`src/rtl/hex_display_arbiter_if.sv`:
```
// Request/value bus between the two display requesters and hex_display_arbiter,
// plus the registered grant, busy and segment outputs going to HEX0-HEX7.
interface hex_display_arbiter_if;
   logic [1:0]  i_req;
   logic [31:0] i_value0;
   logic [31:0] i_value1;
   logic [7:0]  i_blank0;
   logic [7:0]  i_blank1;
   logic [1:0]  o_gnt;
   logic        o_busy;
   logic [6:0]  o_hex0;
   logic [6:0]  o_hex1;
   logic [6:0]  o_hex2;
   logic [6:0]  o_hex3;
   logic [6:0]  o_hex4;
   logic [6:0]  o_hex5;
   logic [6:0]  o_hex6;
   logic [6:0]  o_hex7;

   modport master (
      output i_req, i_value0, i_value1, i_blank0, i_blank1,
      input  o_gnt, o_busy,
      input  o_hex0, o_hex1, o_hex2, o_hex3, o_hex4, o_hex5, o_hex6, o_hex7
   );

   modport slave (
      input  i_req, i_value0, i_value1, i_blank0, i_blank1,
      output o_gnt, o_busy,
      output o_hex0, o_hex1, o_hex2, o_hex3, o_hex4, o_hex5, o_hex6, o_hex7
   );
endinterface

```
`src/rtl/hex_display_arbiter.sv`:
```
// Round-robin arbiter sharing the eight-digit seven-segment bank between two
// requesters; the owner's value is scanned through one shared decoder.
module SevenHexDecoder (
   input  logic [3:0] digit,
   output logic [6:0] segments
);
   // Active-low segments, bit 0 = top, bit 6 = middle.
   always_comb begin
      case (digit)
         4'h0:    segments = 7'h40;
         4'h1:    segments = 7'h79;
         4'h2:    segments = 7'h24;
         4'h3:    segments = 7'h30;
         4'h4:    segments = 7'h19;
         4'h5:    segments = 7'h12;
         4'h6:    segments = 7'h02;
         4'h7:    segments = 7'h58;
         4'h8:    segments = 7'h00;
         4'h9:    segments = 7'h10;
         4'hA:    segments = 7'h08;
         4'hB:    segments = 7'h03;
         4'hC:    segments = 7'h46;
         4'hD:    segments = 7'h21;
         4'hE:    segments = 7'h06;
         default: segments = 7'h0E;
      endcase
   end
endmodule

module hex_display_arbiter #(
   parameter int HOLD_CYCLES = 50_000_000,
   parameter int CNT_W       = 26
) (
   input  logic                 i_clk,
   input  logic                 i_rst,
   hex_display_arbiter_if.slave bus
);
   typedef enum logic [1:0] {IDLE, LOAD, SCAN, HOLD} state_t;

   state_t           state;
   logic             last;
   logic             owner;
   logic [1:0]       gnt;
   logic             busy;
   logic [31:0]      value_q;
   logic [7:0]       blank_q;
   logic [2:0]       idx;
   logic [CNT_W-1:0] hold_cnt;
   logic [6:0]       hex_q [8];
   logic [3:0]       digit;
   logic [6:0]       seg;
   logic             pick;
   logic             next_owner;

   assign pick       = (bus.i_req == 2'b11) ? ~last : bus.i_req[1];
   assign next_owner = bus.i_req[~owner] ? ~owner : owner;
   assign digit      = value_q[{idx, 2'b00} +: 4];

   SevenHexDecoder decoder (
      .digit    (digit),
      .segments (seg)
   );

   // Expiry fires when the counter reaches HOLD_CYCLES, so HOLD lasts
   // HOLD_CYCLES+1 cycles and a full turn is 10+HOLD_CYCLES cycles.
   always_ff @(posedge i_clk) begin
      if (i_rst) begin
         state    <= IDLE;
         last     <= 1'b1;
         owner    <= 1'b0;
         gnt      <= 2'b00;
         busy     <= 1'b0;
         value_q  <= '0;
         blank_q  <= '0;
         idx      <= '0;
         hold_cnt <= '0;
         for (int k = 0; k < 8; k++) hex_q[k] <= 7'h7F;
      end else begin
         case (state)
            IDLE: begin
               if (bus.i_req != 2'b00) begin
                  owner <= pick;
                  last  <= pick;
                  gnt   <= {pick, ~pick};
                  busy  <= 1'b1;
                  state <= LOAD;
               end
            end
            LOAD: begin
               value_q <= owner ? bus.i_value1 : bus.i_value0;
               blank_q <= owner ? bus.i_blank1 : bus.i_blank0;
               idx     <= '0;
               state   <= SCAN;
            end
            SCAN: begin
               hex_q[idx] <= blank_q[idx] ? 7'h7F : seg;
               idx        <= idx + 3'd1;
               if (idx == 3'd7) begin
                  busy     <= 1'b0;
                  hold_cnt <= '0;
                  state    <= HOLD;
               end
            end
            HOLD: begin
               if (!bus.i_req[owner]) begin
                  gnt   <= 2'b00;
                  state <= IDLE;
               end else if (hold_cnt == CNT_W'(HOLD_CYCLES)) begin
                  owner <= next_owner;
                  last  <= next_owner;
                  gnt   <= {next_owner, ~next_owner};
                  busy  <= 1'b1;
                  state <= LOAD;
               end else begin
                  hold_cnt <= hold_cnt + 1'b1;
               end
            end
            default: state <= IDLE;
         endcase
      end
   end

   assign bus.o_gnt  = gnt;
   assign bus.o_busy = busy;
   assign bus.o_hex0 = hex_q[0];
   assign bus.o_hex1 = hex_q[1];
   assign bus.o_hex2 = hex_q[2];
   assign bus.o_hex3 = hex_q[3];
   assign bus.o_hex4 = hex_q[4];
   assign bus.o_hex5 = hex_q[5];
   assign bus.o_hex6 = hex_q[6];
   assign bus.o_hex7 = hex_q[7];
endmodule

```
`src/flat_wrapper.sv`:
```
// flat-port wrapper written by rule: the top's interface ports become plain ports
module hex_display_arbiter_flat 
#(
   parameter int HOLD_CYCLES = 50_000_000,
   parameter int CNT_W       = 26
)
  (i_clk, i_rst, bus_i_req, bus_i_value0, bus_i_value1, bus_i_blank0, bus_i_blank1, bus_o_gnt, bus_o_busy, bus_o_hex0, bus_o_hex1, bus_o_hex2, bus_o_hex3, bus_o_hex4, bus_o_hex5, bus_o_hex6, bus_o_hex7);
  hex_display_arbiter_if bus_i ();
  input  logic i_clk;
  input  logic i_rst;
  input wire logic [$bits(bus_i.i_req)-1:0] bus_i_req;
  input wire logic [$bits(bus_i.i_value0)-1:0] bus_i_value0;
  input wire logic [$bits(bus_i.i_value1)-1:0] bus_i_value1;
  input wire logic [$bits(bus_i.i_blank0)-1:0] bus_i_blank0;
  input wire logic [$bits(bus_i.i_blank1)-1:0] bus_i_blank1;
  output wire logic [$bits(bus_i.o_gnt)-1:0] bus_o_gnt;
  output wire logic [$bits(bus_i.o_busy)-1:0] bus_o_busy;
  output wire logic [$bits(bus_i.o_hex0)-1:0] bus_o_hex0;
  output wire logic [$bits(bus_i.o_hex1)-1:0] bus_o_hex1;
  output wire logic [$bits(bus_i.o_hex2)-1:0] bus_o_hex2;
  output wire logic [$bits(bus_i.o_hex3)-1:0] bus_o_hex3;
  output wire logic [$bits(bus_i.o_hex4)-1:0] bus_o_hex4;
  output wire logic [$bits(bus_i.o_hex5)-1:0] bus_o_hex5;
  output wire logic [$bits(bus_i.o_hex6)-1:0] bus_o_hex6;
  output wire logic [$bits(bus_i.o_hex7)-1:0] bus_o_hex7;
  assign bus_i.i_req = bus_i_req;
  assign bus_i.i_value0 = bus_i_value0;
  assign bus_i.i_value1 = bus_i_value1;
  assign bus_i.i_blank0 = bus_i_blank0;
  assign bus_i.i_blank1 = bus_i_blank1;
  assign bus_o_gnt = bus_i.o_gnt;
  assign bus_o_busy = bus_i.o_busy;
  assign bus_o_hex0 = bus_i.o_hex0;
  assign bus_o_hex1 = bus_i.o_hex1;
  assign bus_o_hex2 = bus_i.o_hex2;
  assign bus_o_hex3 = bus_i.o_hex3;
  assign bus_o_hex4 = bus_i.o_hex4;
  assign bus_o_hex5 = bus_i.o_hex5;
  assign bus_o_hex6 = bus_i.o_hex6;
  assign bus_o_hex7 = bus_i.o_hex7;
  hex_display_arbiter #(.HOLD_CYCLES(HOLD_CYCLES), .CNT_W(CNT_W)) u_core (.i_clk(i_clk), .i_rst(i_rst), .bus(bus_i));
endmodule
```
`config.mk`:
```
export PLATFORM = sky130hd
export DESIGN_NAME = hex_display_arbiter_flat
export DESIGN_NICKNAME = d
export VERILOG_FILES = /design/src/rtl/hex_display_arbiter_if.sv /design/src/rtl/hex_display_arbiter.sv /design/src/flat_wrapper.sv
export SDC_FILE = /design/constraint.sdc
export NUM_CORES = 1
export LEC_CHECK = 0
export ABC_CLOCK_PERIOD_IN_PS = 3000
export CAP_MARGIN = 20
export CORE_MARGIN = 1.5
export CORE_UTILIZATION = 51
export CTS_BUF_LIST = sky130_fd_sc_hd__clkbuf_16
export CTS_CLUSTER_SIZE = 28
export DETAILED_ROUTE_END_ITERATION = 6
export DONT_BUFFER_PORTS = 1
export GPL_ROUTABILITY_DRIVEN = 0
export PLACE_DENSITY = 0.69
export SYNTH_ARGS = -nofsm -noshare
export SYNTH_HDL_FRONTEND = slang
export SYNTH_HIERARCHICAL = 1
export SYNTH_SLANG_ARGS = --single-unit
```
`constraint.sdc`:
```
create_clock -name i_clk -period 3 [get_ports i_clk]
set_input_delay 0.75 -clock i_clk [delete_from_list [all_inputs] [get_ports i_clk]]
set_output_delay 0.75 -clock i_clk [all_outputs]
set_load 0.03 [all_outputs]
```
=== Word-level counts from Yosys, hierarchy flattened ===
Memories as Yosys holds them, arrays and structs flattened.
Index checks and enable logic that the tools add are counted.

* $add $sub $neg: 2
* Order comparisons: 3
* Eq/ne operators: 12
* Shift operators: 1
* Multiplexer cells: 42
* Bitwise logic cells: 4
* Reductions and logical operators: 12

{| class="wikitable"
|+ Operators by type and width
! operator !! number
|-
| 2-to-1 mux 26 bit || 3
|-
| one-hot mux 26 bit (2 select lines) || 1
|-
| 2-to-1 mux 32 bit || 1
|-
| variable part select 32 x 6 -> 4 bit || 1
|-
| adder 26 x 1 -> 26 bit (second input constant) || 1
|-
| == test 26 bit (second input constant) || 1
|-
| 2-to-1 mux 1 bit || 20
|-
| 2-to-1 mux 2 bit || 7
|-
| 2-to-1 mux 7 bit || 2
|-
| 2-to-1 mux 8 bit || 1
|-
| inequality test 2 x 1 -> 1 bit (second input constant) || 4
|-
| one-hot mux 2 bit (4 select lines) || 1
|-
| AND reduction 4 bit || 2
|-
| nonzero test 2 bit || 4
|-
| OR reduction 7 bit || 1
|-
| == test 2 bit (second input constant) || 3
|-
| one-hot mux 3 bit (2 select lines) || 1
|-
| AND reduction 3 bit || 2
|-
| AND reduction 5 bit || 1
|-
| less-than comparator 1 x 2 -> 1 bit (second input constant) || 2
|-
| less-than comparator 3 x 4 -> 1 bit (second input constant) || 1
|-
| inverter 1 bit || 4
|-
| one-hot mux 2 bit (2 select lines) || 1
|-
| adder 3 x 1 -> 3 bit (second input constant) || 1
|-
| other kinds (10) || 10
|}

* Flip-flop bits (word level): 76
* Bits in writable memories: 56
* Bits in read-only memories: 112
* Bits of input ports: 84
* Output and inout port bits: 59
* Logic and storage cells: 87
* Memories kept: 2

{| class="wikitable"
|+ Memories
! name !! words !! bits a word !! rd ports !! clocked after memory_dff !! wr ports !! RTL line !! text
|-
| (name not given) || 16 || 7 || 1 || 0 || 0 || hex_display_arbiter.sv:9 || <nowiki>case (digit)</nowiki>
|-
| u_core.hex_q || 8 || 7 || 8 || 0 || 8 || hex_display_arbiter.sv:49 || <nowiki>logic [6:0] hex_q [8];</nowiki>
|}

=== Logic depth before layout (Yosys ltp) ===
* Depth in word-level cells: 8
* Mapped depth: 13

=== Modules after synthesis ===
Netlist, hierarchy kept.

{| class="wikitable"
|+ Modules (own cells, without submodules)
! module !! instances !! cells each !! area each (µm²) !! seq. area each (µm²)
|-
| hex_display_arbiter || 1 || 603 || 6122.1 || 3203.1
|-
| SevenHexDecoder || 1 || 35 || 259.0 || 0.0
|}

=== Least setup slack after synthesis ===
Ideal clock, no wire load.

* Path type: register to register
* Start point: register u_core.idx[2]
* End point: memory u_core.hex_q[2][1] (data pin)
* Library setup time: 280 ps
* Data arrival time: 2870 ps
* Required time: 2720 ps
* Setup slack: -150 ps
* Stages on the path, launching flop included: 13
* Path buffers: 2
* Path through: dfxtp_1 -> clkbuf_1 -> clkbuf_1 -> and3_1 -> a21oi_1 -> o21ai_0 -> inv_1 -> ha_1 -> nand2b_4 -> o21ai_2 -> a32o_1 -> nor2_1 -> nand2_1

{| class="wikitable"
|+ RTL lines
! element !! RTL line !! text
|-
| start: declaration || hex_display_arbiter.sv:47 || <nowiki>logic [2:0] idx;</nowiki>
|-
| start signal: assignment || hex_display_arbiter.sv:97 || <nowiki>idx <= idx + 3'd1;</nowiki>
|-
| end: declaration || hex_display_arbiter.sv:49 ||
|}

==> PnR_summary.wiki <==
{| class="wikitable"
! Metric !! Value
|-
| Drt first pass iters || 4
|-
| Leak pwr || 2.22 nW
|-
| Total non-filler cell area in the finished layout || 0.00715 mm^2
|-
| CTS Sinks || 132
|-
| Worst setup slack after placement || 0.217 ns
|-
| Total routing resource utilization after global routing || 21.9%
|-
| Worst min-delay path startpoint || i_rst
|-
| Number of setup buffers added after CTS || 0
|-
| Power after layout || 6.28 mW
|-
| Final hold viol count || 0
|-
| Area after DPL || 0.00657 mm^2
|-
| Mapped cell area || 0.00638 mm^2
|-
| Peak fanout along the critical path || 12
|-
| Hold path endpoint || u_core/hold_cnt[9]
|-
| R2R cell count || 9
|-
| Worst Setup End Kind || flop
|-
| Routed length per instance || 16.8 um
|-
| Transition at the pin with the smallest max-transition slack || 0.689 ns
|-
| Total overflow reported by the global router || 0
|-
| Class of the tightest hold or removal check || input port to flop
|-
| Flop-to-flop setup slack || 0.23 ns
|-
| Horizontal die dimension || 115 um
|-
| Maximum ir drop on the vdd rail || 0.000395 V
|-
| Endpoints failing setup || 0
|-
| Post-synth net total || 738
|-
| Setup Skew || 0.0177 ns
|-
| Effective utilization at floorplan || 52.7%
|-
| Half-perimeter wire length after placement || 9670 um
|-
| Count of flip-flops with a built-in enable after synthesis || 56
|-
| Antenna viol nets, final || 0
|-
| Area of the die || 0.0132 mm^2
|-
| Leading register cell type out of synthesis || dfxtp_1
|-
| RSZ-0062 raised after global routing || no
|-
| Total wirelength of the detailed-routed design || 13800 um
|-
| Cell Pwr Density || 879 mW/mm^2
|-
| Via count of the first global-routing pass || 4247
|-
| Setup slack of the critical path after layout || 0.234 ns
|-
| Fill cell count || 1059
|-
| Number of storage elements in the synthesis netlist || 132
|-
| Yosys warnings || 6
|-
| Boundary pin count || 143
|-
| Switching fraction of total power || 33.5%
|-
| Psw || 2.10 mW
|-
| Number of max-capacitance violations reported || 0
|-
| R2R Path End || u_core/hex_q[4][0]
|-
| Power Internal || 4.18 mW
|-
| Sequential fraction of the synthesis area || 50.2%
|-
| Total negative slack || 0 ns
|-
| Final period demand of the worst path || 2.77 ns
|-
| Number of hold buffers added after cts || 0
|-
| Die height || 115 um
|-
| Crit Path Category || flop to flop
|-
| Starting DRT DRC Count || 307
|-
| Total instance count after detailed placement || 789
|-
| Wire length of the first global-routing pass || 22100 um
|-
| Total count of max-transition violations in the final report || 0
|-
| Number of standard cells in the layout, taps in and fillers out || 821
|-
| Proportion of register bits with asynchronous set or reset after synthesis || 0%
|-
| Worst hold margin || 0.392 ns
|-
| WP data arrival || 2.92 ns
|-
| Status || completed
|-
| Clock tree from TritonCTS || yes
|-
| Ratio of routed vias to standard cells || 5.76
|-
| Number of resized instances in the post-cts repair step || 0
|-
| Number of instances in the synthesized netlist || 638
|-
| Seq pwr share || 38.1%
|-
| Total vias in the final route || 4733
|-
| Max_slew headroom || 53.9%
|-
| Number of antenna violations at the first check in global routing || 0
|-
| Part of the total power dissipated in combinational logic || 30.0%
|-
| Count of buffers inserted at the top-level ports || 0
|-
| Clock latency reported for the late side of the worst-skew pair || 0.43 ns
|-
| Final core occ || 59.0%
|-
| Number of inserted diodes || 0
|-
| Post-layout net count || 740
|-
| Number of placement rows || 40
|-
| Number of CTS-inserted buffers || 17
|-
| Clock network fraction of total power || 31.9%
|-
| Number of distinct standard cells referenced by the synthesized netlist || 57
|-
| Period utilization || 92.2%
|-
| CTS H-Tree Depth || 4
|-
| Highest achievable clock rate || 362 MHz
|-
| Clock tree root driver cell || clkbuf_16
|-
| Mean instance size in the synthesized netlist || 10.0 um^2
|-
| Maximum number of pins on one net before global-route repair || 58
|-
| Fraction of layout instances using a drive strength above 1 || 12.4%
|-
| DRC violation count after routing || 0
|-
| Endpoint required time on the critical path || 3.15 ns
|-
| Layout overhead on the synthesized area || 12.0%
|-
| Number of instances on the worst hold path || 1
|-
| Clock transition time at the flip-flop clock pins of the worst setup and hold paths || 0.06 ns
|-
| Worst r2r src || u_core/idx[0]
|-
| Maximum buffer depth of the clock tree || 2
|-
| Crit path launch type || flop
|-
| Placeable core region || 0.0121 mm^2
|}
## how the worst max path moves through the flow
stage | slack (ns) | to | cells after the start | from
finish | 0.23 | u_core/hex_q[4][0] | 9 | u_core/idx[0]
global route | 0.06 | u_core/hex_q[4][5] | 7 | u_core/idx[0]
CTS | 0.21 | u_core/hex_q[4][0] | 9 | u_core/idx[0]
detailed placement | 0.22 | u_core/hex_q[4][0] | 9 | u_core/idx[0]
global placement | 0.31 | u_core/hex_q[4][0] | 9 | u_core/idx[0]
floorplan | 0.06 | u_core/hex_q[2][1] | 12 | u_core/idx[2]
## cell usage after synthesis (all sizes together), types with 4 or more instances
cell     n  area share, %
ha      16            3.1
and3     4           0.41
nand2   82            4.9
nor3b    4           0.47
edfxtp  56             26
a31oi   11            1.1
nand4   13            1.3
mux4     6            2.1
inv     13           0.76
a211oi  42            4.9
clkbuf  24            1.4
nand3   16            1.3
mux2i   48            7.5
dfxtp   76             24
and4     4           0.55
a21oi   16            1.3
nand2b   6           0.71
nor2    77            4.5
o21ai   52            4.1
nor4     6            1.2
nor2b    4           0.39
buf     16            1.6
o31ai    6           0.71
mux2     5           0.94
nor3     4           0.47
## registers in the layout, summed over array words and instances (netlist names)
register	cells
u_core/hex_q	56
u_core/value_q	32
u_core/hold_cnt	26
u_core/blank_q	8
u_core/idx	3
u_core/bus.o_gnt	2
u_core/state	2
u_core/bus.o_busy	1
u_core/last	1
u_core/owner	1
## critical path: stages, from the launching register on
cell and delay [ns]:
dfxtp_1 0.49, buf_4 0.23, mux4_2 0.50, mux2_2 0.38, or2_2 0.34, a21oi_1 0.16
a211oi_1 0.06, nor2_1 0.11, buf_4 0.17, nand2_1 0.06
## layout make-up
| type | instances | area (um^2) | area share (%) |
|---|---|---|---|
| clock buffers | 17 | 425 | 5.95 |
| repair buffers | 23 | 173 | 2.42 |
| clock inverters | 15 | 149 | 2.08 |
| well taps | 168 | 210 | 2.94 |
| flip-flops and latches | 132 | 3200 | 44.8 |
| multi-input cells | 453 | 2940 | 41.1 |
| inverters | 13 | 48.8 | 0.683 |
## cells in the final DEF (no fill, tap or decap), types with 5 or more instances in the layout
cell type  instances
mux4_2             6
nand4_1           13
inv_1             15
a211oi_1          42
nand3_1           16
a31oi_1           11
clkbuf_16         17
buf_4             23
ha_1              15
nor2_1            77
o31ai_1            6
edfxtp_1          56
o21ai_1           32
dfxtp_1           75
nand2_1           79
nand2b_1           5
mux2i_1           48
o21ai_0           19
a21oi_1           15
## power by group through the flow
stage                     logic (mW)  clock network [mW]  registers, mW
after floorplan                 1.41                   0           2.34
after global placement          1.81                   0           2.42
after detailed placement        1.87                   0           2.42
after CTS                       1.88                2.04           2.39
after global routing            2.08                2.11           2.42
final                           1.88                2.00           2.39
## cell families after synthesis
group                      synth area share, %
adders and majority gates                 3.14
muxes                                     10.6
buffers and inverters                     3.80
DFF                                       50.2
and+or+nand+nor                           18.0
AOI/OAI and AO/OA                         14.3
## routing by layer
layer / GRT usage, % / routed length (um)
met1: 28.6 / 6380
met2: 33.6 / 6390
met3: 6.64 / 726
met4: 9.71 / 279
met5: 0 / 0
No activity file was read; power rests on OpenSTA's default activity.
